File: config.mk
export PLATFORM = sky130hd
export DESIGN_NAME = reg_bank_nch
export DESIGN_NICKNAME = d
export VERILOG_FILES = /design/src/rtl/reg_bank_pkg.sv /design/src/rtl/reg_bank_chan.sv /design/src/rtl/reg_bank_nch.sv
export SDC_FILE = /design/constraint.sdc
export NUM_CORES = 1
export LEC_CHECK = 0
export CORE_MARGIN = 3
export CORE_UTILIZATION = 35
export CTS_CLUSTER_SIZE = 12
export DETAILED_ROUTE_END_ITERATION = 8
export GPL_ROUTABILITY_DRIVEN = 0
export GPL_TIMING_DRIVEN = 0
export MAX_ROUTING_LAYER = met4
export PLACE_DENSITY = 0.72
export REMOVE_ABC_BUFFERS = 1
export SKIP_LAST_GASP = 1
export SLEW_MARGIN = 25
export SYNTH_ARGS = -nofsm -noshare
export SYNTH_HDL_FRONTEND = slang
export SYNTH_SLANG_ARGS = --single-unit
File: constraint.sdc
create_clock -name clk -period 3.7 [get_ports clk]
set_clock_uncertainty 0.1 [all_clocks]
set_input_delay 0.74 -clock clk [delete_from_list [all_inputs] [get_ports clk]]
set_output_delay 0.74 -clock clk [all_outputs]
set_load 0.02 [all_outputs]
File: src/rtl/reg_bank_pkg.sv
// Shared definitions for the N-channel register bank: defaults, read-select
// width helper and the write-enable population classifier.
package reg_bank_pkg;

    localparam int unsigned DEF_DATA_WIDTH = 8;
    localparam int unsigned DEF_CHANNELS   = 2;
    localparam int unsigned MAX_CHANNELS   = 64;

    typedef enum logic [1:0] {
        EN_ZERO,
        EN_ONE,
        EN_MANY
    } en_class_e;

    function automatic int unsigned sel_width(input int unsigned n);
        return (n < 2) ? 1 : $clog2(n);
    endfunction

    // Clearing the lowest set bit leaves zero only for a one-hot vector.
    function automatic en_class_e classify_en(input logic [MAX_CHANNELS-1:0] en);
        if (en == '0)
            return EN_ZERO;
        if ((en & (en - 1'b1)) == '0)
            return EN_ONE;
        return EN_MANY;
    endfunction

endpackage

File: src/rtl/reg_bank_chan.sv
// One channel of the register bank: data, valid and sticky overwrite flag.
// Stores an even-parity bit when REG_BANK_PARITY_EN is defined.
module reg_bank_chan
    import reg_bank_pkg::*;
#(
    parameter int unsigned DATA_WIDTH = DEF_DATA_WIDTH
) (
    input  logic                  clk,
    input  logic                  rst_n,
    input  logic                  load,
    input  logic                  consume,
    input  logic [DATA_WIDTH-1:0] din,
`ifdef REG_BANK_PARITY_EN
    input  logic                  par_inject,
    output logic                  par_err,
`endif
    output logic [DATA_WIDTH-1:0] dout,
    output logic                  valid,
    output logic                  ovf
);

    // A load wins over a same-cycle consume: the old value is read out while
    // the new one lands, so valid stays set and no overwrite is recorded.
    always_ff @(posedge clk) begin
        if (!rst_n) begin
            dout  <= '0;
            valid <= 1'b0;
            ovf   <= 1'b0;
        end else if (load) begin
            dout  <= din;
            valid <= 1'b1;
            if (valid && !consume)
                ovf <= 1'b1;
        end else if (consume) begin
            valid <= 1'b0;
        end
    end

`ifdef REG_BANK_PARITY_EN
    logic par_q;

    always_ff @(posedge clk) begin
        if (!rst_n)
            par_q <= 1'b0;
        else if (load)
            par_q <= (^din) ^ par_inject;
    end

    assign par_err = par_q ^ (^dout);
`endif

endmodule

File: src/rtl/reg_bank_nch.sv
// N-channel data register bank with exclusive/parallel write mode, valid and
// overwrite tracking, and a registered consume-on-read port.
// Optional parity storage and check: define REG_BANK_PARITY_EN.
module reg_bank_nch
    import reg_bank_pkg::*;
#(
    parameter int unsigned DATA_WIDTH = DEF_DATA_WIDTH,
    parameter int unsigned CHANNELS   = DEF_CHANNELS,
    parameter bit          EXCLUSIVE  = 1'b1,
    localparam int unsigned SEL_W     = sel_width(CHANNELS)
) (
    input  logic                           clk,
    input  logic                           rst_n,
    input  logic [CHANNELS-1:0]            wr_en,
    input  logic [CHANNELS*DATA_WIDTH-1:0] wr_data,
    output logic [CHANNELS*DATA_WIDTH-1:0] data_out,
    output logic [CHANNELS-1:0]            valid,
    output logic [CHANNELS-1:0]            ovf,
    output logic                           wr_err,
    input  logic                           rd_en,
    input  logic [SEL_W-1:0]               rd_sel,
`ifdef REG_BANK_PARITY_EN
    input  logic                           par_inject,
    output logic                           rd_par_err,
`endif
    output logic [DATA_WIDTH-1:0]          rd_data,
    output logic                           rd_valid
);

    en_class_e             en_class;
    logic [CHANNELS-1:0]   load;
    logic [CHANNELS-1:0]   consume;
    logic [DATA_WIDTH-1:0] sel_data;
    logic                  sel_valid;
    logic                  rd_hit;
`ifdef REG_BANK_PARITY_EN
    logic [CHANNELS-1:0]   chan_par_err;
    logic                  sel_par_err;
`endif

    assign en_class = classify_en(MAX_CHANNELS'(wr_en));
    assign load     = (!EXCLUSIVE || en_class == EN_ONE) ? wr_en : '0;

    // An out-of-range rd_sel matches no channel and therefore never hits.
    always_comb begin
        sel_data  = '0;
        sel_valid = 1'b0;
        consume   = '0;
`ifdef REG_BANK_PARITY_EN
        sel_par_err = 1'b0;
`endif
        for (int unsigned i = 0; i < CHANNELS; i++) begin
            if (rd_sel == SEL_W'(i)) begin
                sel_data   = data_out[i*DATA_WIDTH +: DATA_WIDTH];
                sel_valid  = valid[i];
                consume[i] = rd_en & valid[i];
`ifdef REG_BANK_PARITY_EN
                sel_par_err = chan_par_err[i];
`endif
            end
        end
    end

    assign rd_hit = rd_en & sel_valid;

    for (genvar g = 0; g < CHANNELS; g++) begin : g_chan
        reg_bank_chan #(
            .DATA_WIDTH (DATA_WIDTH)
        ) u_chan (
            .clk        (clk),
            .rst_n      (rst_n),
            .load       (load[g]),
            .consume    (consume[g]),
            .din        (wr_data[g*DATA_WIDTH +: DATA_WIDTH]),
`ifdef REG_BANK_PARITY_EN
            .par_inject (par_inject),
            .par_err    (chan_par_err[g]),
`endif
            .dout       (data_out[g*DATA_WIDTH +: DATA_WIDTH]),
            .valid      (valid[g]),
            .ovf        (ovf[g])
        );
    end

    always_ff @(posedge clk) begin
        if (!rst_n) begin
            rd_data  <= '0;
            rd_valid <= 1'b0;
            wr_err   <= 1'b0;
`ifdef REG_BANK_PARITY_EN
            rd_par_err <= 1'b0;
`endif
        end else begin
            rd_valid <= rd_hit;
            wr_err   <= EXCLUSIVE && (en_class == EN_MANY);
            if (rd_hit)
                rd_data <= sel_data;
`ifdef REG_BANK_PARITY_EN
            rd_par_err <= rd_hit & sel_par_err;
`endif
        end
    end

endmodule

=== Word-level counts from Yosys, hierarchy flattened ===
Index checks and enable logic that the tools add are counted.

* Input bits: 22
* Word-level logic and storage cells: 42
* Output and inout port bits: 30
* Register bits after elaboration: 30

* Eq/ne operators: 2
* Bitwise gates (word level): 4
* Reduce and logical (&&, ||, !) cells: 10
* Multiplexer cells: 16
* $add $sub $neg: 1

{| class="wikitable"
|+ Operator list
! cell !! number
|-
| $and A2 B64 Y64 || 1
|-
| $logic_not A64 Y1 || 1
|-
| $mux W1 || 10
|-
| $mux W2 || 5
|-
| $mux W8 || 1
|-
| $reduce_and A2 Y1 || 2
|-
| $reduce_bool A2 Y1 || 2
|-
| $and A1 B1 Y1 || 3
|-
| $sub A2 B1 Y3 const B || 1
|-
| $eq A2 B1 Y1 const B || 1
|-
| $eq A2 B2 Y1 const B || 1
|-
| $logic_and A1 B1 Y1 || 2
|-
| $logic_not A1 Y1 || 2
|-
| $logic_not A2 Y1 || 1
|}

=== Longest topological paths before layout ===
* Word-level depth: 10
* Gate-level depth with buffers: 4
* Depth with buffers taken out: 3

=== Modules after synthesis ===
Synthesis repeated with hierarchy kept, for this count alone.

* Cell total of the unflattened synthesis: 110
* Area, all modules: 1236.2 um^2

{| class="wikitable"
|+ By module, submodules not included
! module !! seq. area each (um^2) !! cells each !! area each (um^2) !! instances
|-
| reg_bank_chan || 200.2 || 32 || 374.1 || 2
|-
| reg_bank_nch || 200.2 || 46 || 488.0 || 1
|}

=== Least setup slack after synthesis ===
OpenSTA, ideal clock, no wires.

* Kind: input -> register
* From: input port rd_sel
* To: register rd_data[0]
* Data required time: 3.484 ns
* Cell stages on the path: 4
* Library setup time: 0.116 ns
* Path slack: 1.955 ns
* Path buffers: 1
* Arrival time: 1.529 ns
* Path through: mux2_4 > and2_4 > buf_6 > o211a_1

* Word-level cells in the longest chain between the ends: 2
* Elaborated cells on any way between the ends: 3
* Classes of those cells: mux (2); bitwise (1)

{| class="wikitable"
|+ Ends and longest elaborated chain
! element !! line !! text
|-
| from (decl) || reg_bank_nch.sv:21 || <nowiki>input logic [SEL_W-1:0] rd_sel,</nowiki>
|-
| $mux W1 || reg_bank_nch.sv:53 || <nowiki>if (rd_sel == SEL_W'(i)) begin</nowiki>
|-
| $and A1 B1 Y1 || reg_bank_nch.sv:64 || <nowiki>assign rd_hit = rd_en & sel_valid;</nowiki>
|-
| to (signal assigned) || reg_bank_nch.sv:97 || <nowiki>rd_data <= sel_data;</nowiki>
|-
| to (decl) || reg_bank_nch.sv:26 || <nowiki>output logic [DATA_WIDTH-1:0] rd_data,</nowiki>
|}

Parallel ways exist; a longest one is shown, timed or not.
A chain may end at the register's enable or synchronous reset.

=== Worst setup path after layout ===
* From: input port rd_sel
* To: register rd_data[7]

The elaborated chain is that of the path after synthesis.

==> results.md <==
- Outcome: finished clean
- Post-Syn Instances: 133
- Final cell count without fillers: 222
- Initial DRC count: 21
- Area Growth Syn to Fin: 44.5%
- Antenna violations before repair: 0
- Power per cell area: 377 nW/um^2
- Cell leakage power: 0.754 nW
- Post-Syn Area: 1230 sq um
- Fmax: 442 MHz
- 1st-pass router iterations: 4
- WP data arrival: 2.38 ns
- Unique masters post-synth: 19
- Comb pwr share: 17.8%
- Filler cells: 311
- Root Driver: clkbuf_4
- Num CTS Buffers: 5
- Vias in the first global route: 1058
- TritonCTS clock tree: yes
- WL per Instance: 13.4 um
- Port Buffers: 51
- Synth top area share: 48.6%
- Worst slew margin: 39.9%
- Flop pwr share: 52.0%
- Main area contributors after synthesis: dfxtp_1 49%, a21boi_1 10%, nand2_1 9.7%
- Global-route wire length before repair: 4950 um
- Final hold vios: 0
- Most common cell after layout, fill and taps aside: clkdlybuf4s50_1
- Proportion of layout cells with a drive suffix above 1: 5.06%
- Post-Syn Area per Cell: 9.29 sq um
- Tmin final: 2.26 ns
- Diode count: 0
- Setup violations, final: 0
- Drc violations: 0
- Clock Sinks: 30
- CTS H-tree depth: 2
- Final worst path period share: 61.2%
- Worst Tran Pin Value: 0.898 ns
- Hold Crit Class: reg2reg
- Sw power: 177 uW
- Seq cells post-synth: 30
- Clock share of power: 30.2%
- Total wire length: 2980 um
- Largest net degree at the start of global routing: 31
- Dpl cell area: 1720 sq um
- Final Total Pwr: 672 uW
- Skew-Pair Late Insertion Delay: 0.32 ns
- Worst Setup Start Kind: primary input
- Die area: 4280 sq um
- Final instance area: 1780 sq um
- Reg clk slew, reported paths: 0.08 ns
- Max IR drop VDD: 209 uV
- Via count: 1058
- # nets final: 199
- Initial cell density of the core: 38.6%
- Vias per cell: 4.77
- Worst Setup End Kind: register
- Net Sw Frac: 26.4%
- Worst path required time: 3.81 ns
- Io pins: 52
- Most frequent cells in the layout: 51 x clkdlybuf4s50_1, 32 x nand2_1, 30 x dfxtp_1
- Placed cells: 214
- Post-route setup TNS: 0 ns
- Synth area leader: dfxtp_1
- Ys Warns: 0
- ANT nets after route: 0
- Sequential share of the synthesized area: 48.6%
- Row Count: 20
- Clock Tree Buf Depth: 2
- Die height: 65.4 um
- Post-CTS resize count: 0
- RSZ-0062 raised after global routing: false
- P_int: 495 uW
- Final HPWL DP: 2260 um
- Setup Crit Path Kind: in2reg
- Die width: 65.4 um
- Util after Layout: 55.7%
- MaxCap Viol Count: 0
- Max FO, Critical Path: 11
- CORE AREA: 3200 sq um
- # hold bufs at CTS: 0
- Slew Limit Fails: 0
- Total grt overflow: 0
- Post-CTS setup buffers: 0
- Overall Global Routing Usage: 15.4%
==> synthesized netlist by cell type <==
library cell   n
nand2_1       32
dfxtp_1       30
a21boi_1      17
mux2i_1        8
nand3_1        8
o211a_1        8
clkbuf_1       6
nor2b_1        5
buf_4          4
nand2b_1       3
a21oi_1        2
and3_1         2
buf_1          2
a31oi_1        1
and2_4         1
buf_2          1
buf_6          1
mux2_4         1
o21a_1         1
==> critical path, stage by stage <==
cell and delay, ns:
clkdlybuf4s50_1 0.83, mux2_4 0.40, and2_4 0.20, o211a_1 0.20
==> state kept, by name (all words and copies together), names as in the netlist <==
name	count
g_chan.u_chan.dout	16
g_chan.u_chan.ovf	2
g_chan.u_chan.valid	2
rd_data	8
rd_valid	1
wr_err	1
==> cell families after synthesis <==
logic type             synth area share, %
DFF                                   48.6
buffers and inverters                 6.18
muxes                                 7.70
and+or+nand+nor                       18.7
AOI/OAI and AO/OA                     18.7
==> layout make-up <==
| class | instances | area [sq um] | area share (%) |
|---|---|---|---|
| Clock buffer | 7 | 55.1 | 3.09 |
| Clock inverter | 1 | 5.00 | 0.281 |
| Multi-Input combinational cell | 89 | 558 | 31.3 |
| Sequential cell | 30 | 601 | 33.7 |
| Tap cell | 44 | 55.1 | 3.09 |
| Timing Repair Buffer | 51 | 510 | 28.6 |
==> routing by layer <==
layer	vias to the layer above	GRT usage [%]	part of all wire, %
li1	534	-	-
met5	-	-	0
met2	39	25.3	47
met1	480	17.7	45
met4	0	5.44	1.0
met3	5	5.13	6.7
==> power by group through the flow <==
stage                     logic, mW  registers (mW)  clock network (mW)
after global placement        0.119           0.356                   0
final                         0.120           0.349               0.203
after CTS                     0.121           0.349               0.204
after detailed placement      0.120           0.357                   0
after global routing          0.129           0.352               0.217
after floorplan              0.0341           0.373                   0
==> worst paths after layout <==
path | to | cells after the start | startpoint | slack, ns
worst min-delay path | g_chan[1].u_chan.dout[0] | 2 | g_chan[1].u_chan.dout[0] | 0.38
worst max register to register | rd_data[7] | 3 | g_chan[0].u_chan.valid | 2.40
worst min register to register | g_chan[1].u_chan.dout[0] | 2 | g_chan[1].u_chan.dout[0] | 0.38
worst max-delay path | rd_data[7] | 4 | rd_sel | 1.44
==> through the flow <==
step	hold slack, ns	worst slack (ns)
floorplan	0.445	2.04
global placement	0.357	1.10
detailed placement	0.370	1.09
CTS	0.383	1.44
global route	0.405	1.37
finish	0.379	1.44
Note: power is estimated with default switching activity, not from simulation.
